File: config.mk
export PLATFORM = sky130hd
export DESIGN_NAME = alu_share_arbiter
export DESIGN_NICKNAME = d
export VERILOG_FILES = /design/src/rtl/alu_share_arbiter.sv
export SDC_FILE = /design/constraint.sdc
export NUM_CORES = 1
export LEC_CHECK = 0
export ABC_CLOCK_PERIOD_IN_PS = 3250
export CAP_MARGIN = 30
export CORE_ASPECT_RATIO = 1.5
export CORE_MARGIN = 5
export CORE_UTILIZATION = 35
export DETAILED_ROUTE_END_ITERATION = 16
export PLACE_DENSITY = 0.74
export SYNTH_ARGS = -nofsm -noshare
export SYNTH_HDL_FRONTEND = slang
export SYNTH_SLANG_ARGS = --single-unit
export TNS_END_PERCENT = 50
File: constraint.sdc
create_clock -name clk -period 3.25 [get_ports clk]
set_input_delay 0.8125 -clock clk [delete_from_list [all_inputs] [get_ports clk]]
set_output_delay 0.8125 -clock clk [all_outputs]
set_load 0.1 [all_outputs]
File: src/rtl/alu_share_arbiter.sv
// Round-robin arbiter that shares one combinational ALU between two requesters.
// Each winning operation is registered into a single EX stage, then its result lands in a per-requester response slot.
module alu_share_arbiter #(
  parameter int WIDTH = 32
) (
  input  logic             clk,
  input  logic             reset,
  input  logic [1:0]       req_valid,
  output logic [1:0]       req_ready,
  input  logic [WIDTH-1:0] req0_srca,
  input  logic [WIDTH-1:0] req0_srcb,
  input  logic [WIDTH-1:0] req1_srca,
  input  logic [WIDTH-1:0] req1_srcb,
  input  logic [2:0]       req0_ctrl,
  input  logic [2:0]       req1_ctrl,
  output logic [WIDTH-1:0] alu_srca,
  output logic [WIDTH-1:0] alu_srcb,
  output logic [2:0]       alu_ctrl,
  input  logic [WIDTH-1:0] alu_result,
  input  logic             alu_zero,
  output logic [1:0]       rsp_valid,
  input  logic [1:0]       rsp_ready,
  output logic [WIDTH-1:0] rsp0_result,
  output logic [WIDTH-1:0] rsp1_result,
  output logic             rsp0_zero,
  output logic             rsp1_zero
);

  // Handshakes: a transfer happens on a rising edge where valid and ready are both high.
  // req_ready never looks at operand data, and rsp data holds steady until its transfer.

  logic             ex_valid;
  logic             ex_id;
  logic [WIDTH-1:0] ex_srca;
  logic [WIDTH-1:0] ex_srcb;
  logic [2:0]       ex_ctrl;
  logic             last_grant;

  logic [1:0] slot_free;
  logic [1:0] eligible;
  logic [1:0] grant;

  always_comb begin
    slot_free = ~rsp_valid | rsp_ready;
    // One operation outstanding per requester: not in EX, and the slot is empty or emptying now.
    eligible[0] = req_valid[0] && !(ex_valid && (ex_id == 1'b0)) && slot_free[0];
    eligible[1] = req_valid[1] && !(ex_valid && (ex_id == 1'b1)) && slot_free[1];
    grant = eligible;
    if (eligible == 2'b11) begin
      grant = last_grant ? 2'b01 : 2'b10;
    end
  end

  assign req_ready = reset ? 2'b00 : grant;

  assign alu_srca = ex_srca;
  assign alu_srcb = ex_srcb;
  assign alu_ctrl = ex_ctrl;

  always_ff @(posedge clk) begin
    if (reset) begin
      ex_valid    <= 1'b0;
      ex_id       <= 1'b0;
      ex_srca     <= '0;
      ex_srcb     <= '0;
      ex_ctrl     <= 3'b000;
      last_grant  <= 1'b1;
      rsp_valid   <= 2'b00;
      rsp0_result <= '0;
      rsp1_result <= '0;
      rsp0_zero   <= 1'b0;
      rsp1_zero   <= 1'b0;
    end else begin
      ex_valid <= |grant;
      if (|grant) begin
        ex_id      <= grant[1];
        ex_srca    <= grant[1] ? req1_srca : req0_srca;
        ex_srcb    <= grant[1] ? req1_srcb : req0_srcb;
        ex_ctrl    <= grant[1] ? req1_ctrl : req0_ctrl;
        last_grant <= grant[1];
      end

      // A capture into a slot takes priority over releasing it on the same edge.
      if (ex_valid && (ex_id == 1'b0)) begin
        rsp_valid[0] <= 1'b1;
        rsp0_result  <= alu_result;
        rsp0_zero    <= alu_zero;
      end else if (rsp_valid[0] && rsp_ready[0]) begin
        rsp_valid[0] <= 1'b0;
      end

      if (ex_valid && (ex_id == 1'b1)) begin
        rsp_valid[1] <= 1'b1;
        rsp1_result  <= alu_result;
        rsp1_zero    <= alu_zero;
      end else if (rsp_valid[1] && rsp_ready[1]) begin
        rsp_valid[1] <= 1'b0;
      end
    end
  end

endmodule
# Word level (Yosys, flattened, before mapping)
# Cells that the tools add are included.
word_totals:
  output_inout_bits: 137
  word_cells: 39
  regBits: 138
op_classes:
  n_bitwise: 3
  n_reduce_logical: 13
  n_eq_ne: 1
  n_mux: 10
ops:
  columns: ["operator", "n"]
  rows:
  - ["$mux 32", 2]
  - ["$logic_and 1x1->1", 8]
  - ["$mux 2", 3]
  - ["$mux 1", 4]
  - ["$reduce_bool 2->1", 2]
  - ["$mux 3", 1]
  - ["$eq 2x2->1 const B", 1]
  - ["$logic_not 1->1", 2]
  - ["$not 2->2", 1]
  - ["$or 2x2->2", 1]
  - ["$reduce_or 2->1", 1]
  - ["$not 1->1", 1]

# Logic depth before layout (Yosys ltp)
depth:
  ltp_word: 8
  mapped_depth: 8
  mapped_depth_nobuf: 4

# Least setup slack after synthesis
# OpenSTA, ideal clock, no wires.
synth_timing:
  path_kind: "reg-to-output"
  from: "reg rsp_valid[0]"
  to: "out req_ready[1]"
  required_ns: 2.438
  path_buffers: 2
  path_slack_ns: -0.636
  stages_incl_launch_ff: 7
  t_arrival_ns: 3.074
  path_cell_list: "dfxtp_1 -> nand2b_1 -> nand3_2 -> buf_2 -> buf_2 -> nand2_1 -> nor2_1"
synth_between:
  elab_chain_len: 6
synth_rtl:
  columns: ["element", "line_no", "source"]
  rows:
  - ["from (decl)", "21", "output logic [1:0] rsp_valid,"]
  - ["from (signal assigned)", "68", "rsp_valid <= 2'b00;"]
  - ["from (signal assigned)", "85", "rsp_valid[0] <= 1'b1;"]
  - ["from (signal assigned)", "89", "rsp_valid[0] <= 1'b0;"]
  - ["$not 2->2", "44", "slot_free = ~rsp_valid | rsp_ready;"]
  - ["$or 2x2->2", "44", null]
  - ["$logic_and 1x1->1", "46", "eligible[0] = req_valid[0] && !(ex_valid && (ex_id == 1'b0)) && slot_free[0];"]
  - ["$eq 2x2->1", "49", "if (eligible == 2'b11) begin"]
  - ["$mux 2", "49", null]
  - ["$mux 2", "54", "assign req_ready = reset ? 2'b00 : grant;"]
  - ["to (decl)", "9", "output logic [1:0] req_ready,"]
# Every way passes these cells.

# Final worst setup path
layout_timing:
  from: "in rsp_ready[0]"
  to: "out req_ready[0]"
layout_between:
  elab_chain_len: 5
layout_rtl:
  columns: ["element", "line_no", "source"]
  rows:
  - ["from (decl)", "22", "input logic [1:0] rsp_ready,"]
  - ["$or 2x2->2 (*)", "44", null]
  - ["$logic_and 1x1->1 (*)", "46", null]
  - ["$eq 2x2->1", "49", null]
  - ["$mux 2 (*)", "49", null]
  - ["$mux 2 (*)", "54", null]
# Mark *: on every way between the ends. The rest lies on a longest branch, timed or not.

==> results.py <==
metrics = {
    "outcome": {
        "status": "finished clean",
    },
    "floorplan": {
        "rows": 57,
        "core_um2": 16000,
        "die_w_um": 114,
        "initial_core_util_pct": 35.4,
        "ios": 310,
        "fp.dieArea_um2": 18900,
        "die_y_um": 166,
    },
    "timing": {
        "min_period_over_period_pct": 88.5,
        "whs_ns": 0.454,
        "maxSlewHeadroom_pct": 46.7,
        "worst_slack_ns": 0.374,
        "finalClockSkew_ns": 0.0112,
        "setup_viol": 0,
        "hold_viol_final": 0,
        "maxSlewViolCount": 0,
        "grt_setup_unrepaired": "false",
        "clock.fmax_mhz": 348,
        "post-route-min-period_ns": 2.88,
        "tightestPinTransition_ns": 0.799,
    },
    "grt": {
        "grt-ovfl-total": 0,
        "grt.total_usage_pct": 22.4,
        "grt_start_max_net_pins": 135,
        "grt_pass1_wl_mm": 34.3,
        "grt_antenna_before_repair": 1,
        "grt_pass1_vias": 6158,
    },
    "worst_setup_path": {
        "criticalPathCategory": "in -> out",
        "rrSetupSlack_ns": 1.22,
        "reg2reg_from": "ex_id",
        "startpoint": "rsp_ready[0]",
        "cp.arrival_ns": 2.06,
        "reg2regPathDepth": 5,
        "required_ns": 2.44,
        "cp-start-kind": "input pin",
        "crit_fanout": 5,
        "timing.rr.end": "alu_srca[1]",
        "setup.worst_path.end": "req_ready[0]",
        "endpoint_kind": "output pin",
    },
    "drt": {
        "wirelength_mm": 22.2,
        "drtIter0Drc": 536,
        "ant_nets": 0,
        "vias": 6415,
        "drt_pass1_iterations": 7,
        "wl_per_cell_um": 18.7,
        "drcViolationCount": 0,
        "viasPerCell": 5.40,
    },
    "clock_network": {
        "post_cts_buffers": 0,
        "clock_sinks": 138,
        "cts_tree": "built",
        "clk_latency_ns": 0.41,
        "htreeDepth": 4,
        "clk_path_buf_depth": 2,
        "cts.root.buffer_cell": "clkbuf_16",
        "cts_hold_buf": 0,
        "numCtsBuffers": 17,
        "post_cts_resized": 0,
        "clk_pin_slew_ns": 0.06,
    },
    "synth": {
        "synth_area_um2": 5670,
        "synthAdderAreaFrac_pct": 0,
        "synth.mux.area_fraction_pct": 0,
        "synthCells": 709,
        "ys_warn_count": 0,
        "ys_types": 21,
        "synth_nets": 882,
        "synth_compound_area_share_pct": 22.7,
        "synth_top_family_by_area": "compound AO/OA/AOI/OAI gates",
        "synth_xor_area_share_pct": 0,
        "yosys.area_share.simple_pct": 22.4,
        "synth-seq-cells": 138,
        "synth.avg_cell_area_um2": 8.00,
        "ys_seq_area_share_pct": 48.7,
    },
    "finish": {
        "final_common_cell": "clkdlybuf4s50_1",
        "layout_common_cells": "clkdlybuf4s50_1, buf_4, dfxtp_1",
        "area_growth_pct": 61.0,
        "final_nets": 1142,
        "drive_gt1_share_pct": 19.8,
        "fillers": 1489,
    },
    "pwr": {
        "ir_drop_mv": 0.328,
        "powerDensity_nw_per_um2": 650,
        "total_power_mw": 5.94,
        "power_leakage_nw": 3.50,
    },
    "job": {
        "maxCapViolations": 0,
    },
    "place": {
        "gp_congestion": 0.828,
        "port_buffers": 309,
        "dp_hpwl_mm": 14.6,
        "post-place-ws_ns": 0.395,
    },
    "worst_hold_path": {
        "hp-class": "reg -> reg",
    },
}
critical path, stage by stage:
cell and delay [ns]:
clkdlybuf4s50_1 0.46, nand2b_1 0.23, nand3_2 0.18, nor2_2 0.19
buf_12 0.19
worst min path at each step:
stage / startpoint / endpoint / slack [ns] / cells past startpoint
global route: rsp0_result[22] / rsp0_result[22] / 0.47 / 2
floorplan: last_grant / last_grant / 0.44 / 1
CTS: rsp0_result[2] / rsp0_result[2] / 0.46 / 2
finish: rsp0_result[30] / rsp0_result[30] / 0.45 / 2
detailed placement: rsp0_result[15] / rsp0_result[15] / 0.45 / 2
global placement: rsp0_result[21] / rsp0_result[21] / 0.44 / 2
power breakdown:
part	switching, mW	total [mW]	internal [mW]	leakage (nW)
logic	1.49	2.03	0.533	2.07
registers	0.0773	1.91	1.84	1.14
clock network	0.835	2.00	1.16	0.292
total	2.40	5.94	3.53	3.50
through the flow:
stage	util (%)	cells	cell area, um2	setup TNS (ns)
5_1_grt	56.9	1189	9130	0
6_report	56.9	1189	9130	0
2_1_floorplan	-	709	5680	-0.112
3_3_place_gp	53.1	1156	8530	0
3_5_place_dp	53.1	1156	8530	0
4_1_cts	56.9	1188	9130	0
layer usage:
metal,vias to the layer above,part of all wire (%),GRT usage [%]
met2,283,50,38.2
met4,0,3.3,8.99
li1,3067,-,-
met1,3019,39,26.5
met3,46,7.5,5.91
met5,-,0,0
sequential cells by signal (all words and copies together) (netlist names):
register	cells
alu_ctrl	3
alu_srcb	32
rsp_valid	2
alu_srca	32
rsp0_result	32
rsp1_result	32
ex_id	1
last_grant	1
rsp0_zero	1
ex_valid	1
rsp1_zero	1
synth_stat cells, drive strengths merged:
library cell | count | share of area (%)
nor3 | 67 | 5.9
o21bai | 1 | 0.13
nor2b | 1 | 0.11
o21ai | 67 | 5.9
a311oi | 67 | 10
nand2 | 136 | 9.0
clkbuf | 53 | 3.5
a21o | 1 | 0.13
dfxtp | 138 | 49
a21oi | 70 | 6.2
nor2 | 2 | 0.13
and2 | 2 | 0.22
nand3 | 70 | 6.4
and3 | 3 | 0.33
buf | 28 | 2.7
nand2b | 3 | 0.33
cells by family (layout without fill, tap and decap cells):
kind of cell           after synthesis  count (layout)
other                                0               1
AND/OR/NAND/NOR                    284             284
buffers and inverters               81             354
flip-flops                         138             138
AO/OA/AOI/OAI                      206             206
area by class of cell:
class | count | area (um2) | share of cell area (%)
Sequential cell | 138 | 2760 | 30.3
Clock inverter | 15 | 175 | 1.92
Clock buffer | 17 | 425 | 4.66
Tap cell | 206 | 258 | 2.82
Antenna cell | 1 | 2.50 | 0.0274
Multi-Input combinational cell | 490 | 2590 | 28.3
Timing Repair Buffer | 322 | 2920 | 32.0
No activity file was read; power rests on OpenSTA's default activity.
